### src/rtl/arp_table.sv
// ARP cache: learns IP->MAC bindings from the ARP receive parser and answers
// two-stage pipelined lookups. A miss raises a throttled ARP-request trigger.
module arp_table #(
   parameter int unsigned P_ENTRY_NUM   = 8,
   parameter logic [15:0] P_REQ_HOLDOFF = 16'd1000
) (
   input  logic        i_clk,
   input  logic        i_rst_n,
   input  logic [47:0] i_recv_target_mac,
   input  logic [31:0] i_recv_target_ip,
   input  logic        i_recv_target_valid,
   input  logic        i_table_clr,
   input  logic [31:0] i_lookup_ip,
   input  logic        i_lookup_valid,
   output logic [47:0] o_lookup_mac,
   output logic        o_lookup_hit,
   output logic        o_lookup_done,
   output logic        o_arp_req,
   output logic [31:0] o_arp_req_ip,
   output logic [4:0]  o_entry_cnt
);

   localparam int unsigned LP_IDX_W = (P_ENTRY_NUM > 1) ? $clog2(P_ENTRY_NUM) : 1;

   // table storage
   logic [P_ENTRY_NUM-1:0] r_valid;
   logic [31:0]            r_ip  [P_ENTRY_NUM];
   logic [47:0]            r_mac [P_ENTRY_NUM];
   logic [LP_IDX_W-1:0]    r_rr_ptr;

   // lookup stage 1
   logic                   r_s1_valid;
   logic [31:0]            r_s1_ip;

   // miss throttle
   logic [31:0]            r_pend_ip;
   logic [15:0]            r_holdoff;

   // learn decision
   logic                   w_learn;
   logic                   w_match_hit;
   logic [LP_IDX_W-1:0]    w_match_idx;
   logic                   w_free_hit;
   logic [LP_IDX_W-1:0]    w_free_idx;
   logic [LP_IDX_W-1:0]    w_wr_idx;

   // stage-2 compare
   logic                   w_lk_hit;
   logic [47:0]            w_lk_mac;
   logic                   w_req;

   assign w_learn = i_recv_target_valid && (i_recv_target_ip != '0);

   // Find an existing entry for the learned IP and the lowest free slot.
   always_comb begin
      w_match_hit = 1'b0;
      w_match_idx = '0;
      w_free_hit  = 1'b0;
      w_free_idx  = '0;
      for (int unsigned i = 0; i < P_ENTRY_NUM; i++) begin
         if (r_valid[i] && (r_ip[i] == i_recv_target_ip) && !w_match_hit) begin
            w_match_hit = 1'b1;
            w_match_idx = LP_IDX_W'(i);
         end
         if (!r_valid[i] && !w_free_hit) begin
            w_free_hit = 1'b1;
            w_free_idx = LP_IDX_W'(i);
         end
      end
   end

   // Priority: refresh the matching entry, else fill a free slot, else evict round-robin.
   always_comb begin
      if (w_match_hit)
         w_wr_idx = w_match_idx;
      else if (w_free_hit)
         w_wr_idx = w_free_idx;
      else
         w_wr_idx = r_rr_ptr;
   end

   // Entry payload; contents are qualified by r_valid so no reset is needed.
   always_ff @(posedge i_clk) begin
      if (w_learn && !i_table_clr) begin
         r_ip[w_wr_idx]  <= i_recv_target_ip;
         r_mac[w_wr_idx] <= i_recv_target_mac;
      end
   end

   // Valid bits, replacement pointer and occupancy; flush beats a learn.
   always_ff @(posedge i_clk or negedge i_rst_n) begin
      if (!i_rst_n) begin
         r_valid     <= '0;
         r_rr_ptr    <= '0;
         o_entry_cnt <= '0;
      end else if (i_table_clr) begin
         r_valid     <= '0;
         r_rr_ptr    <= '0;
         o_entry_cnt <= '0;
      end else if (w_learn) begin
         r_valid[w_wr_idx] <= 1'b1;
         if (!w_match_hit && w_free_hit)
            o_entry_cnt <= o_entry_cnt + 5'd1;
         if (!w_match_hit && !w_free_hit)
            r_rr_ptr <= r_rr_ptr + LP_IDX_W'(1);
      end
   end

   // Stage-2 parallel compare; at most one entry can match since duplicates are never stored.
   always_comb begin
      w_lk_hit = 1'b0;
      w_lk_mac = '0;
      for (int unsigned i = 0; i < P_ENTRY_NUM; i++) begin
         if (r_valid[i] && (r_ip[i] == r_s1_ip) && (r_s1_ip != '0)) begin
            w_lk_hit = 1'b1;
            w_lk_mac = w_lk_mac | r_mac[i];
         end
      end
   end

   assign w_req = r_s1_valid && !w_lk_hit &&
                  !((r_holdoff != '0) && (r_s1_ip == r_pend_ip));

   // Lookup pipeline: stage 1 captures the IP, stage 2 registers the result.
   always_ff @(posedge i_clk or negedge i_rst_n) begin
      if (!i_rst_n) begin
         r_s1_valid    <= 1'b0;
         r_s1_ip       <= '0;
         o_lookup_done <= 1'b0;
         o_lookup_hit  <= 1'b0;
         o_lookup_mac  <= '0;
      end else begin
         r_s1_valid    <= i_lookup_valid;
         r_s1_ip       <= i_lookup_ip;
         o_lookup_done <= r_s1_valid;
         o_lookup_hit  <= r_s1_valid && w_lk_hit;
         o_lookup_mac  <= (r_s1_valid && w_lk_hit) ? w_lk_mac : '0;
      end
   end

   // Miss throttle: a fresh request reloads the window, flush or learning the pending IP ends it.
   always_ff @(posedge i_clk or negedge i_rst_n) begin
      if (!i_rst_n) begin
         r_pend_ip    <= '0;
         r_holdoff    <= '0;
         o_arp_req    <= 1'b0;
         o_arp_req_ip <= '0;
      end else begin
         o_arp_req    <= w_req;
         o_arp_req_ip <= w_req ? r_s1_ip : '0;
         if (w_req) begin
            r_pend_ip <= r_s1_ip;
            r_holdoff <= P_REQ_HOLDOFF;
         end else if (i_table_clr) begin
            r_holdoff <= '0;
         end else if (w_learn && (i_recv_target_ip == r_pend_ip)) begin
            r_holdoff <= '0;
         end else if (r_holdoff != '0) begin
            r_holdoff <= r_holdoff - 16'd1;
         end
      end
   end

endmodule

### config.mk
export PLATFORM = sky130hd
export DESIGN_NAME = arp_table
export DESIGN_NICKNAME = d
export VERILOG_FILES = /design/src/rtl/arp_table.sv
export SDC_FILE = /design/constraint.sdc
export NUM_CORES = 1
export LEC_CHECK = 0
export ABC_CLOCK_PERIOD_IN_PS = 16850
export BUFFER_PORTS_ARGS = -buffer_cell sky130_fd_sc_hd__buf_2
export CAP_MARGIN = 15
export CORE_ASPECT_RATIO = 1.4
export CORE_UTILIZATION = 50
export CTS_BUF_LIST = sky130_fd_sc_hd__clkbuf_4 sky130_fd_sc_hd__clkbuf_8
export DETAILED_ROUTE_END_ITERATION = 8
export PLACE_DENSITY = 0.69
export SLEW_MARGIN = 20
export SYNTH_ARGS = -nofsm -noshare
export SYNTH_HDL_FRONTEND = slang
export SYNTH_SLANG_ARGS = --single-unit
### constraint.sdc
create_clock -name i_clk -period 16.85 [get_ports i_clk]
set_input_delay 3.37 -clock i_clk [delete_from_list [all_inputs] [get_ports i_clk]]
set_output_delay 3.37 -clock i_clk [all_outputs]
set_load 0.02 [all_outputs]
# Word level (Yosys, flattened, before mapping)
# Memories as Yosys holds them, arrays and structs flattened.
# Cells that the tools add are included.
[totals]
reg_bits = 180
inputBits = 117
word_cells = 193
out_inout_bits = 88
ram_bits = 640
n_memories = 2
[classes]
n_eq_ne = 18
add_sub_neg = 3
n_mux = 66
n_lt_le_gt_ge = 2
bitwise = 8
n_reduce_logical = 82
[mem_list]
columns = ["name", "words", "width", "read_ports", "rd_clocked_by_memory_dff", "wr", "line", "rtl"]
rows = [
  ["r_mac", 8, 48, 8, 0, 1, "28", "logic [47:0] r_mac [P_ENTRY_NUM];"],
  ["r_ip", 8, 32, 8, 0, 1, "27", "logic [31:0] r_ip [P_ENTRY_NUM];"],
]
[ops]
columns = ["op", "n"]
rows = [
  ["32-bit equality test", 18],
  ["48-bit 2-to-1 mux", 9],
  ["48-bit OR", 7],
  ["16-bit 2-to-1 mux", 4],
  ["32-bit nonzero test", 2],
  ["1-bit logical AND", 48],
  ["3-bit 2-to-1 mux", 15],
  ["32-bit 2-to-1 mux", 1],
  ["1-bit 2-to-1 mux", 29],
  ["1-bit zero test", 25],
  ["8-bit 2-to-1 mux", 2],
  ["16-bit nonzero test", 1],
  ["16-bit by 1-bit subtractor with 16-bit output (second input constant)", 1],
  ["5-bit 2-to-1 mux", 3],
  ["8-bit OR", 1],
  ["2-bit nonzero test", 3],
  ["5-bit by 1-bit adder with 5-bit output (second input constant)", 1],
  ["3-bit by 4-bit < comparator with 1-bit output (second input constant)", 1],
  ["2-bit 2-to-1 mux", 2],
  ["2-bit AND reduction", 2],
  ["4-bit nonzero test", 1],
  ["3-bit by 1-bit adder with 3-bit output (second input constant)", 1],
  ["1-bit demux with 3-bit select", 1],
  ["3-bit by 1-bit greater-or-equal comparator with 1-bit output (second input constant)", 1],
]

# Logic depth before layout (Yosys ltp)
# An unclocked memory read counts as a cell.
[depth]
word_depth = 33
ltp_mapped = 11

# Worst setup path before layout
# OpenSTA, ideal clock, no wires.
[synth_path]
path_kind = "input port to flip-flop"
from = "in i_recv_target_ip[17]"
to = "mem r_ip[0][0] (enable)"
stages = 10
slack_ns = 5.628
t_required_ns = 16.234
t_arrival_ns = 10.606
setup_time_ns = 0.616
n_path_buf = 2
cell_sequence = "buf_2 xor2_1 nor4_1 nand4_1 or4_1 nand4_1 o21ba_2 nand2b_1 clkbuf_1 nor3_1"
[synth_between]
elab_chain_cells = 25
word_cells_on_any_way = 51
[synth_rtl]
columns = ["element", "line", "rtl"]
rows = [
  ["start: declaration", "10", "input logic [31:0] i_recv_target_ip,"],
  ["32-bit equality test", "61", "if (r_valid[i] && (r_ip[i] == i_recv_target_ip) && !w_match_hit) begin"],
  ["1-bit logical AND", "61", ""],
  ["1-bit 2-to-1 mux", "61", ""],
  ["1-bit zero test", "61", ""],
  ["1-bit logical AND", "61", ""],
  ["1-bit 2-to-1 mux", "61", ""],
  ["1-bit zero test", "61", ""],
  ["1-bit logical AND", "61", ""],
  ["[... 9 more ...]", "-", ""],
  ["1-bit 2-to-1 mux", "61", ""],
  ["1-bit zero test", "61", ""],
  ["1-bit logical AND", "61", ""],
  ["1-bit 2-to-1 mux", "61", ""],
  ["1-bit zero test", "61", ""],
  ["1-bit logical AND", "61", ""],
  ["3-bit 2-to-1 mux / 1-bit 2-to-1 mux (equally long branches)", "61", ""],
  ["3-bit 2-to-1 mux", "74", "if (w_match_hit)"],
  ["end: declaration", "27", ""],
]
# Parallel ways exist; a longest one is shown, timed or not.

# Worst setup path in the final report
[layout_path]
from = "in i_recv_target_ip[0]"
to = "mem r_ip[0][28] (enable)"
# The elaborated chain is that of the path after synthesis.

==> reports/metrics.cfg <==
[status]
run_status = completed

[synth]
synth_ff_type = sky130_fd_sc_hd__edfxtp_1
synth_fp_nets = 2458
synth-edff-count = 640
synth-warning-count = 0
yosysUniqueCellTypes = 62
postSynth.asyncResetShare = 0.2195
mappedNetlistArea_sq_um = 34930
synth_cells = 2338
synth_area_per_cell_sq_um = 14.94
synth_sequential_area_ratio = 0.6791
postSynthRegisterBits = 820

[worst_hold_path]
hp-class = register to register

[sta]
max_freq_mhz = 137.5
layout_setup_ws_ns = 9.578
tns_ns = 0
worst_clock_skew_ns = 0.04567
ratio_of_final_minimum_period_to_clock_period = 0.4316
finalSetupViolations = 0
timing_hold_violations_final = 0
final_max_slew_viol_count = 0
slew_headroom = 0.1352
tightest_slew_ns = 1.286
min_period_ns = 7.272
grt_setup_unrepaired = no

[worst_setup_path]
timing.critical_path.max_delay_family = buffers and inverters
critical-path-max-stage-delay_ns = 0.72
crit_required_ns = 17.23
timing.critical_path.cells = buf_2 > xor2_1 > nor4_1 > nand4_1 > or4_1 > a31oi_1 > o21ai_1 > nor3_2 > buf_4 > buf_4
crit_path_end_kind = register
timing.setup.critical_path_class = primary input to register
cpMaxStageDelayCell = sky130_fd_sc_hd__buf_4
worst_ep_arrival_time_ns = 7.66
worstSetupStartpointType = primary input
critPathBufInv = 3
crit_path_frequent_cell = sky130_fd_sc_hd__buf_4
critical_path.max_fanout = 46

[cts]
path_clk_slew_ns = 0.06
clockBufferDepth = 3
clk_latency_ns = 0.79
clock-root-buffer = sky130_fd_sc_hd__clkbuf_8
cts.htree.levels = 3
cts_hold_buf = 0
cts_tree = built
cts_repair_resize_count = 0
cts.sink_count = 820
postCtsSetupRepairBufs = 0
cts-buffers-inserted = 121

[floorplanning]
horizontal_extent_of_the_die_um = 225.4
fp.dieArea_sq_um = 70950
io_pins = 205
die_height_um = 314.8
floorplan.core_area_sq_um = 69040
floorplan.initialDensity = 0.5060
num_rows = 114

[placed_design]
place.detailed.hpwl_um = 76770
port_buffers = 204
placed_area_sq_um = 37340
dpl.cell_count = 3437
gpl.final_weighted_congestion = 1.065
place_worst_setup_slack_ns = 8.859

[layout]
syn_to_final_growth_pct = 14.66
finish.utilization = 0.5802
final_common_cell = sky130_fd_sc_hd__edfxtp_1
num-nets-final = 2752
non_filler_instance_count_after_layout = 3675
most-common-layout-cells = sky130_fd_sc_hd__edfxtp_1, sky130_fd_sc_hd__xor2_1, sky130_fd_sc_hd__buf_2, sky130_fd_sc_hd__dfrtp_1, sky130_fd_sc_hd__xnor2_1
layout-drive-gt1-share = 0.2105
layout.cell_area.non_filler_sq_um = 40060

[power]
power.static_leakage_nw = 14.09
max-vdd-ir-drop_mv = 0.09675
pwr_density_cell_nw_per_um2 = 108.2

[route]
finalWirelength_um = 122700
drc = 0
viasPerCell = 6.201
antenna_violating_nets_post_route = 0
routedWlPerCell_um = 33.40
routed_vias = 22790
initialDrtViolationCount = 2153
first_pass_iters = 7

[global_routing]
grtUsageTotal = 0.3482
grt_pass1_wl_um = 169700
grt_max_degree = 67
grt_antenna_before_repair = 3
grt_overflow = 0
grt_pass1_vias = 22880

[flow_run]
timing.max_cap.violations = 0

-- flip-flops by register name (all words and copies together), names as in the netlist --
| register | count |
|---|---|
| o_arp_req | 1 |
| r_s1_valid | 1 |
| o_lookup_done | 1 |
| o_lookup_mac | 48 |
| r_pend_ip | 32 |
| o_arp_req_ip | 32 |
| r_ip | 256 |
| r_holdoff | 16 |
| o_entry_cnt | 5 |
| r_valid | 8 |
| o_lookup_hit | 1 |
| r_mac | 384 |
| r_rr_ptr | 3 |
| r_s1_ip | 32 |
-- layout make-up --
class                      instances  area [sq um]
sequential                       820         23720
timing repair buffer             290          1675
tap                              928          1161
clock inverter                    50         434.2
antenna                            6         15.01
fill                            5434         28980
inverter                          21         78.83
multi-input combinational       1378         10710
clock buffer                     182          2261
-- logic make-up after synthesis --
group / Yosys count / synth area share
compound gates: 293 / 0.06404
xor+xnor: 586 / 0.1469
fa+ha+maj: 3 / 0.001075
buf+inv: 140 / 0.01798
flops: 820 / 0.6791
mux: 37 / 0.01257
simple gates: 459 / 0.07836
-- layer usage --
layer	vias up	share of wire	track usage
met3	344	0.068	0.05955
met1	11670	0.37	0.4081
met5	-	0.000098	0
li1	9550	-	-
met2	1226	0.49	0.5766
met4	2	0.081	0.2566
-- cell usage after synthesis (27+ instances only) --
cell type / n / area (sq um)
sky130_fd_sc_hd__xor2_1: 427 / 3740
sky130_fd_sc_hd__nor4_1: 155 / 969.7
sky130_fd_sc_hd__nand4_1: 85 / 531.8
sky130_fd_sc_hd__dfrtp_1: 180 / 4504
sky130_fd_sc_hd__and2_1: 33 / 206.5
sky130_fd_sc_hd__nor2_1: 35 / 131.4
sky130_fd_sc_hd__edfxtp_1: 640 / 19220
sky130_fd_sc_hd__clkbuf_1: 39 / 146.4
sky130_fd_sc_hd__nor3_1: 32 / 160.2
sky130_fd_sc_hd__nand3_1: 31 / 155.2
sky130_fd_sc_hd__a221oi_1: 48 / 420.4
sky130_fd_sc_hd__buf_2: 71 / 355.3
sky130_fd_sc_hd__a22o_1: 48 / 420.4
sky130_fd_sc_hd__xnor2_1: 159 / 1393
sky130_fd_sc_hd__mux2_2: 27 / 304.0
sky130_fd_sc_hd__a22oi_1: 96 / 720.7
sky130_fd_sc_hd__a31oi_1: 50 / 312.8
-- path summary, 6_finish.rpt --
| check | startpoint | end | slack (ns) | cells past startpoint |
|---|---|---|---|---|
| max | i_recv_target_ip[0] | r_ip[0][28] | 9.58 | 10 |
| min | r_s1_valid | o_lookup_done | 0.47 | 0 |
| max reg2reg | r_ip[3][12] | r_mac[3][7] | 12.31 | 10 |
| min reg2reg | r_s1_valid | o_lookup_done | 0.47 | 0 |
| max in group asynchronous | i_rst_n | o_lookup_mac[15] | 12.87 | 2 |
| min in group asynchronous | i_rst_n | r_pend_ip[29] | 2.60 | 1 |
-- stage by stage --
stage          hold slack, ns  total power [mW]
2_1_floorplan          0.3737             2.448
3_3_place_gp           0.4331             2.609
3_5_place_dp           0.4429             2.612
4_1_cts                0.4569             4.354
5_1_grt                0.4756             4.449
6_report               0.4660             4.335
-- power breakdown --
group / switching, mW / internal (mW) / total [mW] / leakage [nW]
clock: 0.799 / 0.958 / 1.76 / 1.44
sequential: 0.0292 / 2.23 / 2.26 / 8.08
combinational: 0.231 / 0.0909 / 0.322 / 4.57
Power figures use the tool's default switching activity.
